[src/rtl/ram_requester.sv]
// rtl/ram_requester.sv - cpu_ram_if initiator: arbitrates fetch/data requests, one RAM access at a time,
// with RV32 load extraction and an optional BUSY timeout.
module ram_requester #(
  parameter int TIMEOUT = 16
) (
  input  logic        clk,
  input  logic        nrst,
  input  logic        i_req,
  input  logic [31:0] i_addr,
  output logic [31:0] i_data,
  output logic        i_done,
  input  logic        d_req,
  input  logic        d_wen,
  input  logic [31:0] d_addr,
  input  logic [2:0]  d_funct3,
  input  logic [31:0] d_store,
  output logic [31:0] d_load,
  output logic        d_done,
  output logic        d_err,
  output logic        busy,
  output logic [31:0] ram_addr,
  output logic        ram_ren,
  output logic        ram_wen,
  output logic [1:0]  ram_width,
  output logic [31:0] ram_store,
  input  logic [31:0] ram_load,
  input  logic [1:0]  ram_state
);

  localparam logic [1:0] S_IDLE = 2'd0;
  localparam logic [1:0] S_BUSY = 2'd1;
  localparam logic [1:0] S_DONE = 2'd2;

  localparam logic [1:0] RAM_DATA  = 2'd2;
  localparam logic [1:0] RAM_ERROR = 2'd3;

  localparam logic [31:0] TO_LIMIT = 32'(TIMEOUT);

  logic [1:0]  state_q, state_d;
  logic        is_data_q, is_data_d;
  logic        wen_q, wen_d;
  logic [2:0]  funct3_q, funct3_d;
  logic [1:0]  addr_lo_q, addr_lo_d;
  logic [31:0] cnt_q, cnt_d;
  logic [31:0] ram_addr_q, ram_addr_d;
  logic        ram_ren_q, ram_ren_d;
  logic        ram_wen_q, ram_wen_d;
  logic [1:0]  ram_width_q, ram_width_d;
  logic [31:0] ram_store_q, ram_store_d;
  logic [31:0] i_data_q, i_data_d;
  logic [31:0] d_load_q, d_load_d;
  logic        i_done_q, i_done_d;
  logic        d_done_q, d_done_d;
  logic        d_err_q, d_err_d;
  logic [31:0] cnt_inc;
  logic        timed_out;
  logic        acc_err;

  function automatic logic misaligned(input logic [1:0] width, input logic [1:0] lo);
    return (width == 2'b01 && lo[0]) || (width == 2'b10 && lo != 2'b00);
  endfunction

  // Sub-word lane select with sign (funct3[2]=0) or zero (funct3[2]=1) extension.
  function automatic logic [31:0] extract(input logic [2:0] f3, input logic [1:0] off,
                                          input logic [31:0] w);
    logic [7:0]  b;
    logic [15:0] h;
    b = w[{off, 3'b000} +: 8];
    h = off[1] ? w[31:16] : w[15:0];
    case (f3[1:0])
      2'b00:   return f3[2] ? {24'b0, b} : {{24{b[7]}}, b};
      2'b01:   return f3[2] ? {16'b0, h} : {{16{h[15]}}, h};
      default: return w;
    endcase
  endfunction

  always_comb begin
    state_d     = state_q;
    is_data_d   = is_data_q;
    wen_d       = wen_q;
    funct3_d    = funct3_q;
    addr_lo_d   = addr_lo_q;
    cnt_d       = cnt_q;
    ram_addr_d  = '0;
    ram_ren_d   = 1'b0;
    ram_wen_d   = 1'b0;
    ram_width_d = '0;
    ram_store_d = '0;
    i_data_d    = i_data_q;
    d_load_d    = d_load_q;
    i_done_d    = 1'b0;
    d_done_d    = 1'b0;
    d_err_d     = 1'b0;
    cnt_inc     = cnt_q + 32'd1;
    timed_out   = (TIMEOUT != 0) && (cnt_inc == TO_LIMIT);
    acc_err     = 1'b0;
    case (state_q)
      S_IDLE: begin
        cnt_d = '0;
        if (d_req) begin
          is_data_d = 1'b1;
          wen_d     = d_wen;
          funct3_d  = d_funct3;
          addr_lo_d = d_addr[1:0];
          if (misaligned(d_funct3[1:0], d_addr[1:0])) begin
            state_d  = S_DONE;
            d_done_d = 1'b1;
            d_err_d  = 1'b1;
            d_load_d = '0;
          end else begin
            state_d     = S_BUSY;
            ram_addr_d  = {d_addr[31:2], 2'b00};
            ram_width_d = d_funct3[1:0];
            ram_store_d = d_store;
            ram_ren_d   = ~d_wen;
            ram_wen_d   = d_wen;
          end
        end else if (i_req) begin
          is_data_d   = 1'b0;
          wen_d       = 1'b0;
          funct3_d    = 3'b010;
          addr_lo_d   = i_addr[1:0];
          state_d     = S_BUSY;
          ram_addr_d  = {i_addr[31:2], 2'b00};
          ram_width_d = 2'b10;
          ram_ren_d   = 1'b1;
        end
      end
      S_BUSY: begin
        cnt_d = cnt_inc;
        if (ram_state == RAM_DATA || ram_state == RAM_ERROR || timed_out) begin
          // Leaving BUSY drops ren/wen so the responder always sees an idle cycle.
          state_d = S_DONE;
          acc_err = (ram_state != RAM_DATA);
          if (is_data_q) begin
            d_done_d = 1'b1;
            d_err_d  = acc_err;
            d_load_d = (acc_err || wen_q) ? 32'd0 : extract(funct3_q, addr_lo_q, ram_load);
          end else begin
            i_done_d = 1'b1;
            if (!acc_err) i_data_d = ram_load;
          end
        end else begin
          ram_addr_d  = ram_addr_q;
          ram_width_d = ram_width_q;
          ram_store_d = ram_store_q;
          ram_ren_d   = ram_ren_q;
          ram_wen_d   = ram_wen_q;
        end
      end
      S_DONE:  state_d = S_IDLE;
      default: state_d = S_IDLE;
    endcase
  end

  always_ff @(posedge clk or negedge nrst) begin
    if (!nrst) begin
      state_q     <= S_IDLE;
      is_data_q   <= 1'b0;
      wen_q       <= 1'b0;
      funct3_q    <= '0;
      addr_lo_q   <= '0;
      cnt_q       <= '0;
      ram_addr_q  <= '0;
      ram_ren_q   <= 1'b0;
      ram_wen_q   <= 1'b0;
      ram_width_q <= '0;
      ram_store_q <= '0;
      i_data_q    <= '0;
      d_load_q    <= '0;
      i_done_q    <= 1'b0;
      d_done_q    <= 1'b0;
      d_err_q     <= 1'b0;
    end else begin
      state_q     <= state_d;
      is_data_q   <= is_data_d;
      wen_q       <= wen_d;
      funct3_q    <= funct3_d;
      addr_lo_q   <= addr_lo_d;
      cnt_q       <= cnt_d;
      ram_addr_q  <= ram_addr_d;
      ram_ren_q   <= ram_ren_d;
      ram_wen_q   <= ram_wen_d;
      ram_width_q <= ram_width_d;
      ram_store_q <= ram_store_d;
      i_data_q    <= i_data_d;
      d_load_q    <= d_load_d;
      i_done_q    <= i_done_d;
      d_done_q    <= d_done_d;
      d_err_q     <= d_err_d;
    end
  end

  assign busy      = (state_q != S_IDLE);
  assign ram_addr  = ram_addr_q;
  assign ram_ren   = ram_ren_q;
  assign ram_wen   = ram_wen_q;
  assign ram_width = ram_width_q;
  assign ram_store = ram_store_q;
  assign i_data    = i_data_q;
  assign d_load    = d_load_q;
  assign i_done    = i_done_q;
  assign d_done    = d_done_q;
  assign d_err     = d_err_q;

endmodule

[config.mk]
export PLATFORM = sky130hd
export DESIGN_NAME = ram_requester
export DESIGN_NICKNAME = d
export VERILOG_FILES = /design/src/rtl/ram_requester.sv
export SDC_FILE = /design/constraint.sdc
export NUM_CORES = 1
export LEC_CHECK = 0
export ABC_AREA = 1
export BUFFER_PORTS_ARGS = -buffer_cell sky130_fd_sc_hd__buf_4
export CORE_MARGIN = 2
export CORE_UTILIZATION = 52
export DETAILED_ROUTE_END_ITERATION = 6
export PLACE_DENSITY = 0.81
export SLEW_MARGIN = 20
export SYNTH_ARGS = -nofsm -noshare
export SYNTH_HDL_FRONTEND = slang
export SYNTH_SLANG_ARGS = --single-unit
[constraint.sdc]
create_clock -name clk -period 2.7 [get_ports clk]
set_input_delay 0 -clock clk [delete_from_list [all_inputs] [get_ports clk]]
set_output_delay 0 -clock clk [all_outputs]
set_load 0.05 [all_outputs]
==> reports/results.tsv, run 1 <==
metric	value	unit
die_area	0.01785	mm²
worstMarginPinSlew	0.6633	ns
cts_htree_levels	4	
path_max_fanout	16	
syn_avg_cell_area	7.543	µm²
cts-root-buf	clkbuf_16	
first_global_vias	10481	
grt_pass1_wl	53720	µm
fmax	0.3862	GHz
crit_type	reg -> reg	
wire_per_inst	19.33	µm
setup_viol	0	
synth-compound-area-share	10.86	%
cts_buffer_depth	2	
final_nets	1695	
tns	0	ns
routed_wl	34600	µm
r2r_slack	0.11	ns
skew	0.01554	ns
slew_headroom	55.78	%
ys_ff_latch	174	
grt_use_total	38.31	%
synth_fa_ha_area_share	0.1432	%
synthMuxAreaShare	0	%
hold_violations	0	
crit_path_end_kind	register	
die_h	133.6	µm
synth_cell_types	37	
core_area	0.01652	mm²
routabilityCongestion	0.9240	
syn_inst	1158	
cellLeakagePower	6.827	nW
synthXorXnorAreaFrac	0.3008	%
power_density	962.9	mW/mm²
worst_slack	0.1104	ns
critPathRequiredTime	3.03	ns
cts_tree	done	
synth_area	0.008735	mm²
synth_top_family_by_area	simple AND/OR/NAND/NOR gates	
grt-ovfl-total	0	
drc	0	
cp.arrival	2.92	ns
num_io_pins	274	
startpoint_type	register	
rows	47	
io_buffers	271	
place_ws	0.02817	ns
cts_sinks	174	
cp-startpoint	cnt_q[0]	
area_delta_synth_final	49.58	%
clock_latency	0.44	ns
status	finished clean	
period_share	95.91	%
r2r_end	d_load[7]	
synth_seq_area_share	49.85	%
grt_max_degree	69	
r2r_cells	17	
fin_util	79.06	%
cts_made_buffers	17	
drtIter0Drc	1278	
via_per_inst	5.771	
layout-drive-gt1-share	24.54	%
initial_core_util	52.86	%
antenna_found_initial	0	
slew_viol_final	0	
yosys.area_share.simple	30.88	%
hpwl	19890	µm
r2r-start	cnt_q[0]	
vias	10330	
clk_pin_slew_worst_paths	0.07	ns
drt_pass1_iterations	6	
yosysWarnings	0	
die_w	133.6	µm
cp-endpoint	d_load[7]	
maxCapViolCount	0	
vdd_drop_max	0.7692	mV
period_minus_slack	2.590	ns
min_path_type	in -> reg	
nFillCells	954	
drtAntennaViolNets	0	
## power by group
part | internal, W | switching [W]
Combinational | 0.00187 | 0.00443
Sequential | 0.00328 | 0.000520
Clock | 0.00125 | 0.00123
## final cells by class
class / instances / area (µm²) / area share (%)
Timing Repair Buffer: 432 / 3618 / 27.70
Sequential cell: 174 / 4354 / 33.33
Clock inverter: 15 / 170.2 / 1.302
Tap cell: 220 / 275.3 / 2.107
Antenna cell: 1 / 2.502 / 0.01915
Multi-Input combinational cell: 816 / 3771 / 28.86
Inverter: 115 / 447.9 / 3.428
Clock buffer: 17 / 425.4 / 3.256
## cell usage after synthesis
cell type / n / share of area, %
nand2_1: 428 / 18
dfrtp_1: 174 / 50
inv_1: 111 / 4.8
nand3_1: 91 / 5.2
nor2_1: 84 / 3.6
o21ai_0: 78 / 4.5
clkbuf_1: 38 / 1.6
o211ai_1: 30 / 2.6
or2_2: 30 / 2.1
a21oi_1: 24 / 1.4
o221ai_1: 15 / 1.5
buf_2: 8 / 0.46
buf_4: 5 / 0.43
nor2_2: 5 / 0.36
buf_6: 3 / 0.39
nor3_1: 3 / 0.17
o22ai_1: 3 / 0.21
xor2_1: 3 / 0.30
a31oi_1: 2 / 0.14
inv_2: 2 / 0.086
nand2_2: 2 / 0.14
nand4_1: 2 / 0.14
nor2_4: 2 / 0.26
o21ai_1: 2 / 0.11
a21o_1: 1 / 0.086
a221oi_1: 1 / 0.10
a22o_1: 1 / 0.10
a22oi_1: 1 / 0.086
buf_1: 1 / 0.043
clkinv_1: 1 / 0.043
conb_1: 1 / 0.043
ha_1: 1 / 0.14
inv_4: 1 / 0.072
nand2_4: 1 / 0.13
nand3_2: 1 / 0.11
nand3_4: 1 / 0.20
o21bai_1: 1 / 0.086
## logic make-up after synthesis
logic type      after synthesis
xor+xnor                      3
compound gates              159
simple gates                650
fa+ha+maj                     1
buf+inv                     170
other cells                   1
flops                       174
## sequential cells by signal, summed over array words and instances, names as in the netlist
name	cells
addr_lo_q	2
cnt_q	32
d_done	1
d_err	1
d_load	32
funct3_q	3
i_data	32
i_done	1
is_data_q	1
ram_addr	30
ram_ren	1
ram_store	32
ram_wen	1
ram_width	2
state_q	2
wen_q	1
## layout by cell type (no fill, tap or decap), types with 2 or more instances in the layout
| cell type | Yosys | layout |
|---|---|---|
| or2_2 | 30 | 30 |
| dlygate4sd3_1 | 0 | 134 |
| nand4_1 | 2 | 2 |
| a31oi_1 | 2 | 2 |
| o21ai_0 | 78 | 78 |
| clkinv_8 | 0 | 5 |
| nand2_2 | 2 | 3 |
| a21oi_1 | 24 | 24 |
| clkbuf_16 | 0 | 17 |
| nand3_1 | 91 | 89 |
| buf_4 | 5 | 293 |
| inv_8 | 0 | 2 |
| buf_6 | 3 | 2 |
| nor3_1 | 3 | 3 |
| nor2_1 | 84 | 80 |
| inv_2 | 2 | 2 |
| conb_1 | 1 | 2 |
| dfrtp_1 | 174 | 174 |
| xor2_1 | 3 | 3 |
| o221ai_1 | 15 | 15 |
| nor2_2 | 5 | 3 |
| o211ai_1 | 30 | 30 |
| nand2_1 | 428 | 427 |
| nor2_4 | 2 | 8 |
| o22ai_1 | 3 | 3 |
| inv_1 | 111 | 111 |
| nand3_2 | 1 | 3 |
| inv_6 | 0 | 6 |
| buf_12 | 0 | 2 |
## per-stage QoR
stage	cells	power (W)	instance area (µm²)	hold slack, ns
3_5_place_dp	1616	0.009380	10980	0.04915
2_1_floorplan	1159	0.007454	8738	-0.2956
4_1_cts	1782	0.01213	12910	0.009253
5_1_grt	1789	0.01299	13060	0.1023
3_3_place_gp	1616	0.009274	10980	0.04965
6_report	1790	0.01258	13070	0.02957
## worst min-delay path by stage
stage                       startpoint            to  cells after the start
after detailed placement          nrst    d_load[20]                      1
after floorplan                   nrst  addr_lo_q[0]                      0
final                     ram_state[1]    state_q[1]                      5
after global placement            nrst    d_load[20]                      1
after global routing      ram_state[1]    state_q[1]                      5
after CTS                        d_req       ram_ren                      4
## worst max-delay path, stage by stage, from the launching register on
cell	delay, ns
dfrtp_1	0.43
ha_2	0.24
nand3_2	0.14
inv_2	0.12
nand2_2	0.11
nor2_4	0.17
nand2_1	0.07
nand2_1	0.06
nand2_1	0.07
nor2_1	0.11
nand2_1	0.08
nor2_1	0.13
nand3_2	0.12
nand3_4	0.14
buf_4	0.16
nand2_4	0.15
nand2_1	0.12
nand2_1	0.06
## timing repair
action / in CTS / in global routing
endpoints found under the hold margin: 190 / 0
hold buffers: 134 / 0
setup endpoints to repair: 0 / 98
buffers inserted: 0 / 6
resized for setup: 0 / 20
## metal layers
layer / track usage (%) / vias up / part of all wire, %
li1: - / 4472 / -
met1: 45.09 / 4909 / 36
met2: 63.92 / 749 / 48
met3: 8.752 / 200 / 9.6
met4: 23.58 / 0 / 7.0
met5: 0 / - / 0
No activity file was read; power rests on OpenSTA's default activity.
==> inputs of run 2 (changes only) <==
Settings changed: CORE_UTILIZATION 52 to 35, PLACE_DENSITY 0.81 to unset.
==> run 2 against run 1 <==
- core utilization shrank 25 points
- first-iteration DRC count shrank 48%
- cell count grew 6.0%
- highest routed layer unchanged
==> reports/results.tsv, run 2 (synthesis gave the netlist of run 1 again) <==
metric	value	unit	change
cts_htree_levels	4		unchanged
layout_common_cells	nand2_1, buf_4, dfrtp_1		unchanged
core_area	0.02439	mm²	was 0.01652 mm²
grt_pass1_wl	48790	µm	was 53720 µm
maxCapViolCount	0		unchanged
cpMaxStageDelayCell	dfrtp_1		unchanged
clock_latency	0.43	ns	was 0.44 ns
skew	0.01580	ns	was 0.01554 ns
path_cells	ha_2 -> nand3_4 -> inv_2 -> nand2_2 -> nor2_4 -> nand2_1 -> nand2_1 -> nand2_1 -> nor2_1 -> nand2_1 -> nor2_1 -> nand3_2 -> nand3_4 -> buf_12 -> buf_12 -> nand3_1 -> nand2_1		was ha_2 -> nand3_2 -> inv_2 -> nand2_2 -> nor2_4 -> nand2_1 -> nand2_1 -> nand2_1 -> nor2_1 -> nand2_1 -> nor2_1 -> nand3_2 -> nand3_4 -> buf_4 -> nand2_4 -> nand2_1 -> nand2_1
grtUsageMet2	38.30	%	was 63.92%
cp.depth	17		unchanged
grt_use_total	23.34	%	was 38.31%
cts_tree	done		unchanged
slew_headroom	50.61	%	was 55.78%
period_minus_slack	2.484	ns	was 2.590 ns
crit_type	reg -> reg		unchanged
min_path_type	in -> reg		unchanged
routabilityCongestion	0.8927		was 0.9240
diodes	0		was 1
critPathMaxStageDelay	0.41	ns	was 0.43 ns
cts-root-buf	clkbuf_16		unchanged
final_cell_area	0.01329	mm²	was 0.01307 mm²
power_density	931.8	mW/mm²	was 962.9 mW/mm²
cellLeakagePower	6.876	nW	was 6.827 nW
vias	9270		was 10330
grt_busiest_layer	met2		unchanged
slew_viol_final	0		unchanged
met1_usage	30.99	%	was 45.09%
fmax	0.4026	GHz	was 0.3862 GHz
path_max_fanout	16		unchanged
via_per_inst	4.887		was 5.771
status	finished clean		unchanged
drtIter0Drc	659		was 1278
cts_sinks	174		unchanged
area_delta_synth_final	52.17	%	was 49.58%
drtAntennaViolNets	0		unchanged
crit_top_cell	nand2_1		unchanged
num_io_pins	274		unchanged
final_common_cell	nand2_1		unchanged
die_h	162.0	µm	was 133.6 µm
startpoint_type	register		unchanged
placed_area	0.01113	mm²	was 0.01098 mm²
final_nets	1699		was 1695
clk_pin_slew_worst_paths	0.07	ns	about the same
nFillCells	2291		was 954
hpwl	21200	µm	was 19890 µm
cp.arrival	2.85	ns	was 2.92 ns
crit_buf_inv	3		was 2
setup_viol	0		unchanged
crit_path_end_kind	register		unchanged
hold_depth	5		unchanged
initial_core_util	35.81	%	was 52.86%
period_share	92.00	%	was 95.91%
hold_slack	0.07374	ns	was 0.02957 ns
grt-ovfl-total	0		unchanged
cp_top_family	simple AND/OR/NAND/NOR gates		unchanged
wire_per_inst	16.21	µm	was 19.33 µm
drt_pass1_iterations	5		was 6
io_buffers	271		unchanged
layout-drive-gt1-share	24.73	%	was 24.54%
grt_max_degree	65		was 69
first_global_vias	9253		was 10481
die_w	162.0	µm	was 133.6 µm
hold_violations	0		unchanged
antenna_found_initial	0		unchanged
cts_buffer_depth	2		unchanged
die_area	0.02624	mm²	was 0.01785 mm²
r2r_cells	17		unchanged
drc	0		unchanged
rows	57		was 47
routed_wl	30750	µm	was 34600 µm
worstMarginPinSlew	0.7407	ns	was 0.6633 ns
use_met3	4.928	%	was 8.752%
cts_made_buffers	17		unchanged
vdd_drop_max	0.5214	mV	was 0.7692 mV
critPathRequiredTime	3.07	ns	was 3.03 ns
## run 2: cell types whose count changed in the layout (fill, tap and decap cells not counted), moves of 2 or more
cell	before	now
inv_6	6	3
nor2_2	3	5
nor2_4	8	5
buf_12	2	6
## run 2: cell type report
class                   count  area (µm²)  area share, %
clock buffers              18       439.2          3.304
inverters                 115       447.9          3.370
clock inverters            14       166.4          1.252
well taps                 324       405.4          3.050
repair buffers            436        3707          27.89
multi-input cells         816        3771          28.37
flip-flops and latches    174        4354          32.76
## run 2: power by group
group	leakage [nW]	internal [W]	switching, W	total [W]
sequential	2.32	0.00328	0.000503	0.00378
combinational	4.26	0.00190	0.00420	0.00610
clock	0.291	0.00127	0.00123	0.00250
## run 2: stage by stage
stage	TNS [ns]	power [W]	instances	setup WS, ns	util, %
after floorplan	0	0.007454	1159	0.5660	-
final	0	0.01239	1897	0.2160	54.49
after global placement	-0.01515	0.009395	1720	-0.009908	45.63
after CTS	-1.460	0.01227	1887	-0.03879	53.66
after detailed placement	-0.8852	0.009432	1720	-0.03725	45.63
after global routing	-0.09842	0.01300	1897	-0.03014	54.49
## run 2: timing repair
action / 4_1_cts / 5_1_grt
pin swaps: 0 / 5
hold buffers: 135 / 0
cloned: 0 / 2
setup endpoints to repair: 86 / 99
endpoints found under the hold margin: 185 / 0
resized for setup: 0 / 19
buffers inserted: 0 / 8
## run 2: metal layers
metal | vias up | share of wire [%]
li1 | 4489 | -
met1 | 4403 | 43
met2 | 334 | 48
met3 | 44 | 6.4
met4 | 0 | 2.5
met5 | - | 0
## run 2: tightest hold or removal path: stages
cell      delay [ns]
buf_4           0.09
nor2_1          0.05
nor2_1          0.09
buf_4           0.17
o21bai_1        0.06
## run 2: final timing paths
check | from | endpoint | slack (ns)
worst min-delay path | i_req | funct3_q[1] | 0.07
worst min register to register | ram_addr[21] | ram_addr[21] | 0.48
worst max register to register | cnt_q[0] | d_load[21] | 0.22
max in group asynchronous | nrst | i_data[28] | 1.84
worst max-delay path | cnt_q[0] | d_load[21] | 0.22
min in group asynchronous | nrst | d_load[16] | 0.11
==> inputs of run 3 (changes only) <==
Settings changed: RECOVER_POWER set to 100.
==> run 3 against run 2 <==
- the flow now finishes with violations (max-capacitance violations, max-slew violations)
- global-route usage unchanged
- hold slack better by 0.0015 ns
- cell area down 4.3%
- clock skew down 0.00095 ns
- die area unchanged
- via count down 0.18%
- non-clock buffer count unchanged
- largest power group unchanged
==> reports/results.tsv, run 3 (synthesis gave the netlist of run 1 again) <==
metric	value	unit	change
cp-startpoint	cnt_q[0]		unchanged
hold_violations	0		unchanged
r2r_end	d_load[26]		was d_load[21]
r2r-start	cnt_q[0]		unchanged
multi_input_area	0.003764	mm²	was 0.003771 mm²
seqCellArea	0.004354	mm²	unchanged
area_delta_synth_final	45.70	%	was 52.17%
slew_headroom	-0.04650	%	was 50.61%
rows	57		unchanged
path_max_fanout	16		unchanged
grt_max_degree	65		unchanged
drt_pass1_iterations	7		was 5
drtAntennaViolNets	0		unchanged
placed_area	0.01113	mm²	unchanged
clk_pin_slew_worst_paths	0.08	ns	was 0.07 ns
violations	max-capacitance violations, max-slew violations		
r2r_cells	17		unchanged
grt_use_total	23.34	%	unchanged
layout-drive-gt1-share	16.02	%	was 24.73%
final_cells	1897		unchanged
cp-endpoint	d_load[26]		was d_load[21]
grt-ovfl-total	0		unchanged
vdd_drop_max	0.4517	mV	was 0.5214 mV
first_global_vias	9253		unchanged
crit_type	reg -> reg		unchanged
grtUsageMet2	38.30	%	unchanged
diodes	0		unchanged
routed_wl	30700	µm	was 30750 µm
final_cell_area	0.01273	mm²	was 0.01329 mm²
status	finished with violations		was finished clean
drtIter0Drc	715		was 659
cts_made_buffers	17		unchanged
crit_path_end_kind	register		unchanged
period_minus_slack	2.494	ns	was 2.484 ns
worstMarginPinSlew	1.501	ns	was 0.7407 ns
dpl.cell_count	1720		unchanged
fin_util	52.18	%	was 54.49%
power_density	928.5	mW/mm²	was 931.8 mW/mm²
cts_tree	done		unchanged
cellLeakagePower	6.307	nW	was 6.876 nW
fmax	0.4010	GHz	was 0.4026 GHz
use_met3	4.928	%	unchanged
met1_usage	30.99	%	unchanged
num_io_pins	274		unchanged
core_area	0.02439	mm²	unchanged
slew_viol_final	19		was 0
cts_buffer_depth	2		unchanged
die_area	0.02624	mm²	unchanged
r2r_slack	0.21	ns	was 0.22 ns
critPathRequiredTime	3.07	ns	about the same
skew	0.01485	ns	was 0.01580 ns
final_nets	1699		unchanged
maxCapViolCount	1		was 0
die_w	162.0	µm	unchanged
initial_core_util	35.81	%	unchanged
io_buffers	271		unchanged
setup_viol	0		unchanged
routabilityCongestion	0.8927		unchanged
nFillCells	2422		was 2291
grt_pass1_wl	48790	µm	unchanged
hpwl	21200	µm	unchanged
die_h	162.0	µm	unchanged
via_per_inst	4.878		was 4.887
antenna_found_initial	0		unchanged
cp.arrival	2.86	ns	was 2.85 ns
tns	0	ns	unchanged
startpoint_type	register		unchanged
cts_htree_levels	4		unchanged
layout_common_cells	nand2_1, dfrtp_1, buf_4		was nand2_1, buf_4, dfrtp_1
grt_busiest_layer	met2		unchanged
drc	0		unchanged
clock_latency	0.43	ns	about the same
wire_per_inst	16.18	µm	was 16.21 µm
final_common_cell	nand2_1		unchanged
cts_sinks	174		unchanged
min_path_type	in -> reg		unchanged
cts-root-buf	clkbuf_16		unchanged
vias	9253		was 9270
period_share	92.37	%	was 92.00%
-- run 3: what timing repair did --
action,4_1_cts,5_1_grt
hold endpoints to repair,185,0
cloned,0,2
setup endpoints to repair,86,99
buffers inserted,0,8
gates resized for setup,0,19
pin swaps,0,5
hold buffers,135,0
-- run 3: area by class of cell --
cell class | count | share of cell area [%]
clock buffer | 18 | 3.451
clock inverter | 14 | 1.308
inverter | 115 | 3.520
multi-input combinational | 816 | 29.57
sequential | 174 | 34.21
tap | 324 | 3.186
timing repair buffer | 436 | 24.75
-- run 3: where the power goes --
group	internal [W]	switching [W]
registers	0.00328	0.000487
clock network	0.00127	0.00122
logic	0.00135	0.00421
total	0.00590	0.00592
-- run 3: metrics by stage --
| step | hold WS, ns | worst slack, ns | total power (W) |
|---|---|---|---|
| global placement | 0.02512 | -0.009908 | 0.009395 |
| CTS | 0.05926 | -0.03879 | 0.01227 |
| detailed placement | 0.01747 | -0.03725 | 0.009432 |
| finish | 0.07524 | 0.2059 | 0.01182 |
| global route | 0.09874 | -0.03013 | 0.01242 |
| floorplan | -0.2956 | 0.5660 | 0.007454 |
-- run 3: critical path, cell delays in order, from the launching register on --
cell and delay (ns):
dfrtp_1 0.41, ha_2 0.24, nand3_4 0.10, inv_2 0.10, nand2_2 0.09, nor2_4 0.16
nand2_1 0.07, nand2_1 0.06, nand2_1 0.07, nor2_1 0.13, nand2_1 0.07, nor2_1 0.14
nand3_2 0.14, nand3_4 0.14, buf_12 0.15, buf_12 0.15, nand3_1 0.08, nand2_1 0.11
-- run 3: worst min-delay path by stage --
| stage | slack, ns | end | cells after the start | start |
|---|---|---|---|---|
| after floorplan | -0.30 | addr_lo_q[0] | 0 | nrst |
| after global placement | 0.03 | d_load[16] | 1 | nrst |
| after detailed placement | 0.02 | d_load[16] | 1 | nrst |
| after CTS | 0.06 | funct3_q[1] | 5 | i_req |
| after global routing | 0.1 | funct3_q[1] | 5 | i_req |
| final | 0.08 | funct3_q[1] | 5 | i_req |
-- run 3: metal layers --
layer / routed length (µm) / vias to the layer above
met5: 0 / -
met4: 801 / 0
met2: 14730 / 341
met1: 13100 / 4375
li1: - / 4492
met3: 2068 / 45
